**src/rtl/random_roller.sv**
```systemverilog
// random_roller
//   Dice-style random number generator. A free-running 16-bit Fibonacci LFSR
//   is sampled at intervals that grow linearly while rolling; the roll settles
//   after NUM_UPDATES updates or on a stop request. Each settled result goes
//   into a circular history that can be paged through, newest first.
//
// Ports
//   i_clk        clock, rising edge
//   i_rst_n      synchronous active-low reset
//   i_start      start / restart (rising-edge detected)
//   i_stop       stop roll or leave history display (rising-edge detected)
//   i_show       enter / advance history display (rising-edge detected)
//   o_random_out displayed value
//   o_busy       rolling
//   o_valid      settled result on display
//   o_hist_idx   history index shown (0 = newest), 0 outside SHOW
//   o_hist_cnt   number of valid history entries
module random_roller #(
  parameter int          WIDTH       = 4,
  parameter int          HIST_DEPTH  = 4,
  parameter int          INIT_PERIOD = 1,
  parameter int          NUM_UPDATES = 16,
  parameter logic [15:0] SEED        = 16'hACE1
) (
  input  logic                          i_clk,
  input  logic                          i_rst_n,
  input  logic                          i_start,
  input  logic                          i_stop,
  input  logic                          i_show,
  output logic [WIDTH-1:0]              o_random_out,
  output logic                          o_busy,
  output logic                          o_valid,
  output logic [$clog2(HIST_DEPTH)-1:0] o_hist_idx,
  output logic [$clog2(HIST_DEPTH):0]   o_hist_cnt
);

  localparam int IDX_W = $clog2(HIST_DEPTH);
  // period reaches INIT_PERIOD*(NUM_UPDATES+1) on the final update
  localparam int PER_W = $clog2(INIT_PERIOD * (NUM_UPDATES + 1) + 1);
  localparam int UPD_W = $clog2(NUM_UPDATES + 1);
  localparam logic [IDX_W:0] CNT_ONE = 1;
  localparam logic [IDX_W:0] CNT_MAX = HIST_DEPTH;

  typedef enum logic [1:0] {IDLE, ROLL, DONE, SHOW} state_t;

  state_t           state_q;
  logic             start_q, stop_q, show_q;
  logic [15:0]      lfsr_q, lfsr_d;
  logic [PER_W-1:0] tick_q, period_q;
  logic [UPD_W-1:0] upd_q;
  logic [WIDTH-1:0] out_q;
  logic [IDX_W-1:0] wptr_q, idx_q;
  logic [IDX_W:0]   cnt_q;
  logic [WIDTH-1:0] hist_q [HIST_DEPTH];

  logic             start_e, stop_e, show_e;
  logic             upd_fire, settle;
  logic [WIDTH-1:0] roll_val, newest_val, adv_val;
  logic [IDX_W-1:0] newest_ptr, idx_adv;

  assign start_e = i_start & ~start_q;
  assign stop_e  = i_stop  & ~stop_q;
  assign show_e  = i_show  & ~show_q;

  // taps 16,14,13,11 -> bits 15,13,12,10
  assign lfsr_d = {lfsr_q[14:0], lfsr_q[15] ^ lfsr_q[13] ^ lfsr_q[12] ^ lfsr_q[10]};

  assign upd_fire = (state_q == ROLL) && (tick_q == period_q - PER_W'(1));
  // value o_random_out takes this edge while rolling; also the history push value
  assign roll_val = upd_fire ? lfsr_q[WIDTH-1:0] : out_q;
  // start has priority over stop and over the automatic settle
  assign settle   = (state_q == ROLL) && !start_e &&
                    (stop_e || (upd_fire && (upd_q == UPD_W'(NUM_UPDATES - 1))));

  assign newest_ptr = wptr_q - IDX_W'(1);
  assign idx_adv    = ({1'b0, idx_q} == cnt_q - CNT_ONE) ? '0 : idx_q + IDX_W'(1);
  assign newest_val = hist_q[newest_ptr];
  assign adv_val    = hist_q[newest_ptr - idx_adv];

  // history storage carries no reset; it is unreadable while cnt is 0
  always_ff @(posedge i_clk) begin
    if (i_rst_n && settle) hist_q[wptr_q] <= roll_val;
  end

  always_ff @(posedge i_clk) begin
    if (!i_rst_n) begin
      state_q  <= IDLE;
      start_q  <= 1'b0;
      stop_q   <= 1'b0;
      show_q   <= 1'b0;
      lfsr_q   <= SEED;
      tick_q   <= '0;
      period_q <= PER_W'(INIT_PERIOD);
      upd_q    <= '0;
      out_q    <= '0;
      wptr_q   <= '0;
      idx_q    <= '0;
      cnt_q    <= '0;
    end else begin
      start_q <= i_start;
      stop_q  <= i_stop;
      show_q  <= i_show;
      lfsr_q  <= lfsr_d;

      if (start_e) begin
        // roll entry from any state; display holds until the first update
        state_q  <= ROLL;
        tick_q   <= '0;
        period_q <= PER_W'(INIT_PERIOD);
        upd_q    <= '0;
        idx_q    <= '0;
      end else begin
        unique case (state_q)
          IDLE: ;
          ROLL: begin
            out_q <= roll_val;
            if (upd_fire) begin
              upd_q    <= upd_q + UPD_W'(1);
              tick_q   <= '0;
              period_q <= period_q + PER_W'(INIT_PERIOD);
            end else begin
              tick_q <= tick_q + PER_W'(1);
            end
            if (settle) begin
              state_q <= DONE;
              wptr_q  <= wptr_q + IDX_W'(1);
              if (cnt_q != CNT_MAX) cnt_q <= cnt_q + CNT_ONE;
            end
          end
          DONE: begin
            if (show_e && cnt_q != '0) begin
              state_q <= SHOW;
              idx_q   <= '0;
              out_q   <= newest_val;
            end
          end
          SHOW: begin
            if (stop_e) begin
              state_q <= DONE;
              idx_q   <= '0;
              out_q   <= newest_val;
            end else if (show_e) begin
              idx_q <= idx_adv;
              out_q <= adv_val;
            end
          end
          default: state_q <= IDLE;
        endcase
      end
    end
  end

  assign o_random_out = out_q;
  assign o_busy       = (state_q == ROLL);
  assign o_valid      = (state_q == DONE);
  assign o_hist_idx   = idx_q;
  assign o_hist_cnt   = cnt_q;

endmodule

```
**config.mk**
```make
export PLATFORM = sky130hd
export DESIGN_NAME = random_roller
export DESIGN_NICKNAME = d
export VERILOG_FILES = /design/src/rtl/random_roller.sv
export SDC_FILE = /design/constraint.sdc
export NUM_CORES = 1
export LEC_CHECK = 0
export CORE_ASPECT_RATIO = 1.1
export CORE_MARGIN = 10
export CORE_UTILIZATION = 59
export CTS_CLUSTER_SIZE = 40
export DETAILED_ROUTE_END_ITERATION = 10
export PLACE_DENSITY = 0.79
export SLEW_MARGIN = 20
export SYNTH_ARGS = -nofsm -noshare
export SYNTH_HDL_FRONTEND = slang
export SYNTH_SLANG_ARGS = --single-unit
```
**constraint.sdc**
```tcl
create_clock -name i_clk -period 3.1 [get_ports i_clk]
set_input_delay 0.465 -clock i_clk [delete_from_list [all_inputs] [get_ports i_clk]]
set_output_delay 0.465 -clock i_clk [all_outputs]
set_load 0.02 [all_outputs]
```
==> summary.md <==
| Metric | Value |
|---|---|
| YS warnings | 0 |
| Top Ports | 16 |
| First-pass GRT wire length | 10,300 um |
| Total gr overflow | 0 |
| DP HPWL | 4220 um |
| Hold crit path type | reg -> reg |
| CP Capture Type | flop |
| Number of buffers created by CTS | 9 |
| LEAKAGE | 0.00134 uW |
| Maximum achievable frequency | 0.347 GHz |
| Clock Root Buffer | clkbuf_8 |
| Antenna violations before repair | 0 |
| Synth Register Bits | 63 |
| Iter 0 DRT Violations | 149 |
| CTS tree | yes |
| Area Growth Syn to Fin | 14.4% |
| Startpoint Class | flop |
| Placer Congestion | 0.857 |
| Tcrit/Tclk final | 93.1% |
| Final setup skew | 9.17 ps |
| Worst IR drop on VDD | 414 uV |
| Critical path buffers and inverters | 1 |
| Most common cell in the netlist | dfxtp_1 |
| Syn Nets | 307 |
| Antenna Nets Post-Route | 0 |
| Sequential Power Share | 44.7% |
| IO Port Bufs | 15 |
| Die Wd | 88.5 um |
| Total net switching power | 496 uW |
| EDFF count, synth | 16 |
| DRC | 0 |
| Power Dens Cells | 585 nW/um^2 |
| Number of core rows | 27 |
| Crit path max-delay family | compound AO/OA/AOI/OAI gates |
| Yosys cell types | 45 |
| DRT Pass-1 Iters | 4 |
| Clk sink count | 63 |
| Multi-input gate area | 1520 um^2 |
| Final Power | 2040 uW |
| Worst-Skew Late Latency | 340 ps |
| Most used cell, CP | ha_1 |
| Starting density of the core | 60.8% |
| Asr flop ratio synth | 0% |
| Total track usage | 15.6% |
| Synthesized area per cell | 10.7 um^2 |
| CTS Buffer Depth | 2 |
| Post-synth top cells | dfxtp_1, nor2_1, ha_1, edfxtp_1, xor2_1 |
| Synthesized cell area | 3040 um^2 |
| Largest net degree at the start of global routing | 22 |
| Total die area | 8430 um^2 |
| Fin. Hold Viols | 0 |
| Clock power frac | 41.6% |
| Setup-failing EPs final | 0 |
| Required time of the worst setup path | 3380 ps |
| Seq/Total Area, Yosys | 46.7% |
| DR WL/cell | 16.5 um |
| Main area contributors after synthesis | dfxtp_1, edfxtp_1, ha_1 |
| CTS H-tree lvls | 3 |
| RSZ-0062 raised after global routing | no |
| Slew Viols, Final | 0 |
| Antenna fix cells | 0 |
| Setup TNS | 0 ps |
| Vias per cell | 5.97 |
| Flip-flop and latch area | 1420 um^2 |
| Switching part of the total | 24.4% |
| Prevailing post-synth register cell | dfxtp_1 |
| R2R depth | 11 |
| Synth top area share | 30.9% |
| Cells along the critical path | inv_1 > ha_1 > xor2_1 > a31oi_1 > ha_1 > xnor2_1 > or2_1 > o211ai_2 > a2111oi_0 > a311o_1 > a21oi_1 |
| Combinational Power Share | 13.6% |
| Area leader, netlist | dfxtp_1 |
| Total Nets Final | 325 |
| Vias | 2,185 |
| Final wirelength | 6040 um |
| Worst-path fanout max | 8 |
| Hold path depth | 1 |
| Minimum clock period | 2880 ps |
| Fillers | 395 |
| Critical path's slowest cell | dfxtp_1 |
| Core Footprint | 5000 um^2 |
| Worst path depth | 11 |
| Layout cells sized above 1 | 11.4% |
| Slew @ Worst Pin | 535 ps |
| # Post-CTS Setup Buffers | 0 |
| Status | finished, final reports clean |
| Vias in the first global route | 2,174 |
| Max Cap Viol | 0 |
| Relative slew margins | 64.4% |
| Die height | 95.3 um |
| Syn Inst Count | 285 |
| Hold_buf cts | 0 |
| Critical path type | reg -> reg |
| Internal Pwr Total | 1540 uW |
| Worst-path clk slew | 70 ps |
| Crit path DAT | 3160 ps |
| Max stage delay on crit path | 460 ps |
==> sequential cells by signal, indices dropped and copies added (netlist names) <==
register,count
hist_q,16
lfsr_q,16
period_q,5
tick_q,5
upd_q,5
o_random_out,4
o_hist_cnt,3
o_hist_idx,2
state_q,2
wptr_q,2
show_q,1
start_q,1
stop_q,1
==> cell usage in the layout (no fill, tap or decap), types with 3 or more instances in the layout <==
cell	Yosys	routed
mux2i_1	8	8
and3_1	6	6
a21oi_1	9	9
nor3_1	3	3
nor2_1	25	25
a2111oi_0	4	3
nand3_1	5	5
nand4_1	5	5
xor2_1	13	13
buf_4	2	5
dfxtp_1	47	47
bufinv_16	0	3
nand2_1	11	11
nor2b_1	7	7
o211ai_1	3	3
inv_1	11	11
clkbuf_8	0	9
edfxtp_1	16	16
o21ai_0	10	10
mux4_2	4	4
a221oi_1	4	4
nand2b_1	10	10
xnor2_1	12	12
and2_1	11	11
clkdlybuf4s50_1	0	15
ha_1	17	17
mux2_4	4	4
a311o_1	4	4
==> logic make-up (layout without fill, tap and decap cells) <==
logic type | count (synthesis) | after routing | synth area share, %
xor gates and xnor gates | 25 | 25 | 7.20
AOI/OAI and AO/OA | 48 | 48 | 12.0
buffers and inverters | 24 | 47 | 3.25
adders and majority gates | 17 | 17 | 6.99
DFF | 63 | 63 | 46.7
and+or+nand+nor | 91 | 91 | 15.9
muxes | 17 | 17 | 7.94
==> area by class of cell <==
| type | instances | area share (%) |
|---|---|---|
| Clock buffer | 9 | 3.56 |
| Clock inverter | 7 | 3.20 |
| Inverter | 11 | 1.19 |
| Multi-Input combinational cell | 198 | 43.7 |
| Sequential cell | 63 | 40.8 |
| Tap cell | 58 | 2.08 |
| Timing Repair Buffer | 20 | 5.39 |
==> stage by stage <==
stage | area [um^2] | setup WS [ps] | hold WS, ps | instances | util [%]
final | 3480 | 215 | 406 | 366 | 69.6
after global routing | 3480 | 58.4 | 429 | 366 | 69.6
after CTS | 3480 | 243 | 414 | 366 | 69.6
after detailed placement | 3240 | 251 | 401 | 350 | 64.9
after global placement | 3240 | 408 | 392 | 350 | 64.9
after floorplan | 3040 | 419 | 386 | 285 | -
==> what timing repair did <==
action	4_1_cts	5_1_grt
endpoints found under the hold margin	0	0
resized for setup	0	1
endpoints found under the setup margin	0	1
==> power by group through the flow <==
stage               logic [uW]  clock network [uW]  registers (uW)
detailed placement         274                   0             928
global placement           266                   0             928
CTS                        277                 857             911
finish                     277                 847             910
floorplan                  196                   0             932
global route               305                 883             914
==> routing by layer <==
layer / track usage, % / wire, um / part of all wire [%] / up-vias
li1: - / - / - / 1052
met1: 18.4 / 2650 / 44 / 1074
met2: 25.5 / 3000 / 50 / 48
met3: 3.58 / 261 / 4.3 / 11
met4: 8.76 / 123 / 2.0 / 0
met5: 0 / 0 / 0 / -
==> path summary, 6_finish.rpt <==
check                start              end  slack, ps
max          o_hist_cnt[0]  o_random_out[2]        220
min             lfsr_q[14]       lfsr_q[15]        410
max reg2reg  o_hist_cnt[0]  o_random_out[2]        220
min reg2reg     lfsr_q[14]       lfsr_q[15]        410
==> worst register-to-register path, delay by kind of cell (launching register included) <==
family                     cells  cell delay (ps)
AOI/OAI and AO/OA              5             1150
buffers and inverters          1              100
xor gates and xnor gates       2              270
and+or+nand+nor                1              270
DFF                            1              460
adders and majority gates      2              540
No activity file was read; power rests on OpenSTA's default activity.
